`src/rtl/serial_add_pkg.sv`:
```
// Shared types and sizing helpers for the bit-serial adder controller.
// Holds the FSM state encoding, the default operand width and the counter sizing.
package serial_add_pkg;

    typedef enum logic [1:0] {
        IDLE = 2'd0,
        RUN  = 2'd1,
        DONE = 2'd2
    } state_t;

    localparam int DEFAULT_WIDTH = 8;

    // Counter must hold 0..WIDTH-1 and still be at least one bit wide for WIDTH=1.
    function automatic int cnt_width(input int width);
        return $clog2(width + 1);
    endfunction

endpackage

```
`src/rtl/full_adder_struct.sv`:
```
// Structural one-bit full adder made of two half adders; the per-bit datapath
// shared by every bit position of the serial adder.
module full_adder_struct (
    input  logic a,
    input  logic b,
    input  logic cin,
    output logic sum,
    output logic cout
);

    logic s0;
    logic c0;
    logic c1;

    half_adder u_ha0 (
        .a     (a),
        .b     (b),
        .sum   (s0),
        .carry (c0)
    );

    half_adder u_ha1 (
        .a     (s0),
        .b     (cin),
        .sum   (sum),
        .carry (c1)
    );

    // Both half-adder carries can never be high together, so OR is exact.
    assign cout = c0 | c1;

endmodule

```
`src/rtl/half_adder.sv`:
```
// One-bit half adder; building block of full_adder_struct.
module half_adder (
    input  logic a,
    input  logic b,
    output logic sum,
    output logic carry
);

    assign sum   = a ^ b;
    assign carry = a & b;

endmodule

```
`src/rtl/serial_adder_ctrl.sv`:
```
// Bit-serial WIDTH-bit adder: sequences one full adder over WIDTH cycles, LSB first,
// with a start/busy/done handshake and registered sum/cout that hold between results.
module serial_adder_ctrl
    import serial_add_pkg::*;
#(
    parameter int WIDTH = DEFAULT_WIDTH
) (
    input  logic             clk,
    input  logic             rst_n,
    input  logic             start,
    input  logic [WIDTH-1:0] a,
    input  logic [WIDTH-1:0] b,
    input  logic             cin,
    output logic             busy,
    output logic             done,
    output logic [WIDTH-1:0] sum,
    output logic             cout
);

    localparam int               CNT_W    = cnt_width(WIDTH);
    localparam logic [CNT_W-1:0] CNT_LAST = CNT_W'(WIDTH - 1);

    state_t           state_reg;
    state_t           state_next;
    logic [WIDTH-1:0] a_sh_reg;
    logic [WIDTH-1:0] a_sh_next;
    logic [WIDTH-1:0] b_sh_reg;
    logic [WIDTH-1:0] b_sh_next;
    logic [WIDTH-1:0] res_reg;
    logic [WIDTH-1:0] res_next;
    logic [WIDTH-1:0] res_shift;
    logic [WIDTH-1:0] sum_reg;
    logic [WIDTH-1:0] sum_next;
    logic             carry_reg;
    logic             carry_next;
    logic             cout_reg;
    logic             cout_next;
    logic [CNT_W-1:0] cnt_reg;
    logic [CNT_W-1:0] cnt_next;
    logic             load;
    logic             fa_sum;
    logic             fa_cout;
    logic             res_lsb_unused;

    full_adder_struct u_fa (
        .a    (a_sh_reg[0]),
        .b    (b_sh_reg[0]),
        .cin  (carry_reg),
        .sum  (fa_sum),
        .cout (fa_cout)
    );

    // Result register shifts right with the new sum bit entering at the MSB.
    generate
        for (genvar gi = 0; gi < WIDTH - 1; gi++) begin : g_res_shift
            assign res_shift[gi] = res_reg[gi+1];
        end
    endgenerate
    assign res_shift[WIDTH-1] = fa_sum;

    // The oldest bit falls off the end of the shift and never reaches sum.
    assign res_lsb_unused = res_reg[0];

    always_comb begin
        state_next = state_reg;
        a_sh_next  = a_sh_reg;
        b_sh_next  = b_sh_reg;
        res_next   = res_reg;
        sum_next   = sum_reg;
        carry_next = carry_reg;
        cout_next  = cout_reg;
        cnt_next   = cnt_reg;
        load       = 1'b0;

        case (state_reg)
            IDLE: begin
                if (start) begin
                    load       = 1'b1;
                    state_next = RUN;
                end
            end
            RUN: begin
                a_sh_next  = a_sh_reg >> 1;
                b_sh_next  = b_sh_reg >> 1;
                res_next   = res_shift;
                carry_next = fa_cout;
                cnt_next   = cnt_reg + 1'b1;
                if (cnt_reg == CNT_LAST) begin
                    state_next = DONE;
                    sum_next   = res_shift;
                    cout_next  = fa_cout;
                end
            end
            DONE: begin
                if (start) begin
                    load       = 1'b1;
                    state_next = RUN;
                end else begin
                    state_next = IDLE;
                end
            end
            default: begin
                state_next = IDLE;
            end
        endcase

        if (load) begin
            a_sh_next  = a;
            b_sh_next  = b;
            res_next   = '0;
            carry_next = cin;
            cnt_next   = '0;
        end
    end

    always_ff @(posedge clk) begin
        if (!rst_n) begin
            state_reg <= IDLE;
            a_sh_reg  <= '0;
            b_sh_reg  <= '0;
            res_reg   <= '0;
            sum_reg   <= '0;
            carry_reg <= 1'b0;
            cout_reg  <= 1'b0;
            cnt_reg   <= '0;
        end else begin
            state_reg <= state_next;
            a_sh_reg  <= a_sh_next;
            b_sh_reg  <= b_sh_next;
            res_reg   <= res_next;
            sum_reg   <= sum_next;
            carry_reg <= carry_next;
            cout_reg  <= cout_next;
            cnt_reg   <= cnt_next;
        end
    end

    // Status flags decode straight from the state register, so they are glitch-free.
    assign busy = (state_reg == RUN);
    assign done = (state_reg == DONE);
    assign sum  = sum_reg;
    assign cout = cout_reg;

endmodule
```
`config.mk`:
```
export PLATFORM = sky130hd
export DESIGN_NAME = serial_adder_ctrl
export DESIGN_NICKNAME = d
export VERILOG_FILES = /design/src/rtl/serial_add_pkg.sv /design/src/rtl/full_adder_struct.sv /design/src/rtl/half_adder.sv /design/src/rtl/serial_adder_ctrl.sv
export SDC_FILE = /design/constraint.sdc
export NUM_CORES = 1
export LEC_CHECK = 0
export CORE_ASPECT_RATIO = 1.5
export CORE_MARGIN = 1
export CORE_UTILIZATION = 50
export CTS_CLUSTER_DIAMETER = 120
export DETAILED_ROUTE_END_ITERATION = 16
export GPL_ROUTABILITY_DRIVEN = 0
export PLACE_DENSITY_LB_ADDON = 0.05
export SLEW_MARGIN = 20
export SYNTH_ARGS = -nofsm -noshare
export SYNTH_HDL_FRONTEND = slang
export SYNTH_SLANG_ARGS = --single-unit
```
`constraint.sdc`:
```
create_clock -name clk -period 1.28 [get_ports clk]
set_input_delay 0.192 -clock clk [delete_from_list [all_inputs] [get_ports clk]]
set_output_delay 0.192 -clock clk [all_outputs]
set_load 0.005 [all_outputs]
```
==> summary.md <==
| Metric | Value |
|---|---|
| Status | finished clean |
| Residual DRC | 0 |
| Detailed Place HPWL | 2370 um |
| CP startpoint kind | register |
| Arrival @ worst endpoint | between 1 and 1.5 ns |
| Worst Hold Class | register to register |
| #FFs+latches synth | 39 |
| Clock latency on the worst-skew pair | 0.29 ns |
| Synth unique cells | 28 |
| Vias/cell | roughly 5.3 |
| Cell Count, Final, Fillers Out | 260 |
| Max-Cap Viols | 0 |
| Core area | between 0.002 and 0.003 sq mm |
| ANT nets after route | 0 |
| Clock-pin slew on the worst setup and hold paths | 0.07 ns |
| DRT Pass-1 Iters | 4 |
| Crit share post-route | 0.955 |
| Cells after Synth | 181 |
| Post-synthesis sequential area ratio | 0.496 |
| Critical path type | register to register |
| Die height | ~70 um |
| First-pass GRT wire length | roughly 5600 um |
| Final hold violation count | 0 |
| Worst Setup End Kind | register |
| Gr ovfl total | 0 |
| Actual slew at the worst max-slew pin | ~0.37 ns |
| DP Area | roughly 0.002 sq mm |
| CTS buffer count | 5 |
| Synthesized area | around 0.0016 sq mm |
| Setup TNS | 0 ns |
| Syn nets | 203 |
| Routed length per instance | 13.1 um |
| Clock Path Buffers | 2 |
| Antenna violations before repair | 0 |
| Max Clock Freq | 818 MHz |
| Setup Skew | between 0.002 and 0.003 ns |
| Root Driver | clkbuf_8 |
| Total power | roughly 2.4 mW |
| Hold_buf cts | 0 |
| Final setup violation count | 0 |
| Fraction of layout cells with a size suffix above 1 | 0.149 |
| CTS tree | built |
| Max_slew headroom | 0.753 |
| Io pins | 31 |
| Final wirelength | 3400 um |
| Area delta synth->final | 34.1% |
| Most frequent cells in the layout | nand2_1 (47), dfxtp_1 (33), clkdlybuf4s50_1 (19) |
| YS warnings | 0 |
| Syn Area/Cell | 8.70 sq um |
| H-Tree Depth | 2 |
| Nets | around 240 |
| PD cells | ~1100 mW/mm^2 |
| Number of diodes | 0 |
| Final core utilization | 0.718 |
| Final Instance Area | 0.00211 sq mm |
| DRT iter0 DRCs | 24 |
| Critical Path RT | about 1.5 ns |
| VDD IR max | roughly 0.0011 V |
| Starting Density | 0.535 |
| Inst Count DP | about 250 |
| Max Transition Viols Final | 0 |
| PortBufs | 30 |
| FP Rows | 24 |
| Commonest non-fill, non-tap cell in the layout | nand2_1 |
| Vias in the first global route | roughly 1300 |
| CP Max Fanout | 2 |
| Crit path time final | 1.22 ns |
| Die area | 0.00338 sq mm |
| Vias | 1370 |
| Leakage power | roughly 0.8 nW |
| Die X | around 48 um |
| Clock sink total | 39 |
| GR Util All Layers | 0.230 |
| Largest net degree at the start of global routing | 25 |
cell families after synthesis:
family,count (synthesis),share of synthesized area
mux,9,0.0572
buf+inv,14,0.0461
fa+ha+maj,2,0.0207
compound gates,35,0.147
flops,39,0.496
xor+xnor,2,0.0111
simple gates,80,0.222
through the flow:
step,hold slack [ns],setup WS [ns]
final,0.453,0.0582
after global routing,0.478,-0.0131
after CTS,0.452,0.00445
after detailed placement,0.441,-0.0543
after global placement,0.438,-0.0451
after floorplan,0.324,0.109
where the power goes:
part / internal, mW / total, mW / switching, mW / leakage, nW
clock: 0.382 / 0.790 / 0.408 / 0.0422
combinational: 0.172 / 0.333 / 0.161 / 0.424
sequential: 1.27 / 1.30 / 0.0351 / 0.321
total: 1.82 / 2.43 / 0.604 / 0.787
cells in the mapped netlist, drive strengths merged:
| cell type | instances | share of area |
|---|---|---|
| a21boi | 4 | 0.019 |
| a21oi | 11 | 0.037 |
| a22oi | 3 | 0.014 |
| a31oi | 4 | 0.016 |
| and2 | 1 | 0.0040 |
| and2b | 1 | 0.0048 |
| buf | 11 | 0.039 |
| clkbuf | 2 | 0.0048 |
| clkinv | 1 | 0.0024 |
| dfxtp | 39 | 0.50 |
| fa | 1 | 0.013 |
| ha | 1 | 0.0079 |
| mux2i | 9 | 0.057 |
| nand2 | 47 | 0.11 |
| nand2b | 2 | 0.0079 |
| nand3 | 5 | 0.016 |
| nand3b | 2 | 0.0095 |
| nor2 | 11 | 0.031 |
| nor2b | 2 | 0.0079 |
| nor3 | 8 | 0.025 |
| o21ai | 5 | 0.016 |
| o221ai | 8 | 0.044 |
| or3 | 1 | 0.0040 |
| xnor2 | 1 | 0.0056 |
| xor2 | 1 | 0.0056 |
routing by layer:
metal	GRT usage	routed length (um)	up-vias
met3	0.0689	154	6
met1	0.240	1390	639
li1	-	-	693
met2	0.398	1770	32
met5	0	0	-
met4	0.102	77	0
critical path, cell delays in order (launching register included):
cell and delay (ns):
dfxtp_1 0.33, fa_1 0.60, nand2_1 0.07, mux2i_1 0.15
what timing repair did:
action	CTS	global route
buffers inserted	0	1
pin swaps	0	1
endpoints found under the setup margin	11	12
gates resized for setup	18	8
final timing paths:
kind / start / end / slack [ns] / cells after the start
max: carry_reg$_SDFFE_PN0P_ / sum[7]$_SDFFE_PN0P_ / 0.06 / 3
max reg2reg: carry_reg$_SDFFE_PN0P_ / sum[7]$_SDFFE_PN0P_ / 0.06 / 3
min reg2reg: b_sh_reg[7]$_SDFFE_PN0P_ / b_sh_reg[7]$_SDFFE_PN0P_ / 0.45 / 2
min: b_sh_reg[7]$_SDFFE_PN0P_ / b_sh_reg[7]$_SDFFE_PN0P_ / 0.45 / 2
final cells by class:
| type | instances | area (sq um) |
|---|---|---|
| Fill cell | 266 | 831 |
| Sequential cell | 39 | 791 |
| Multi-Input combinational cell | 128 | 742 |
| Timing Repair Buffer | 45 | 445 |
| Clock buffer | 7 | 76.3 |
| Tap cell | 39 | 48.8 |
| Clock inverter | 1 | 5.00 |
| Inverter | 1 | 3.75 |
Note: power is estimated with default switching activity, not from simulation.
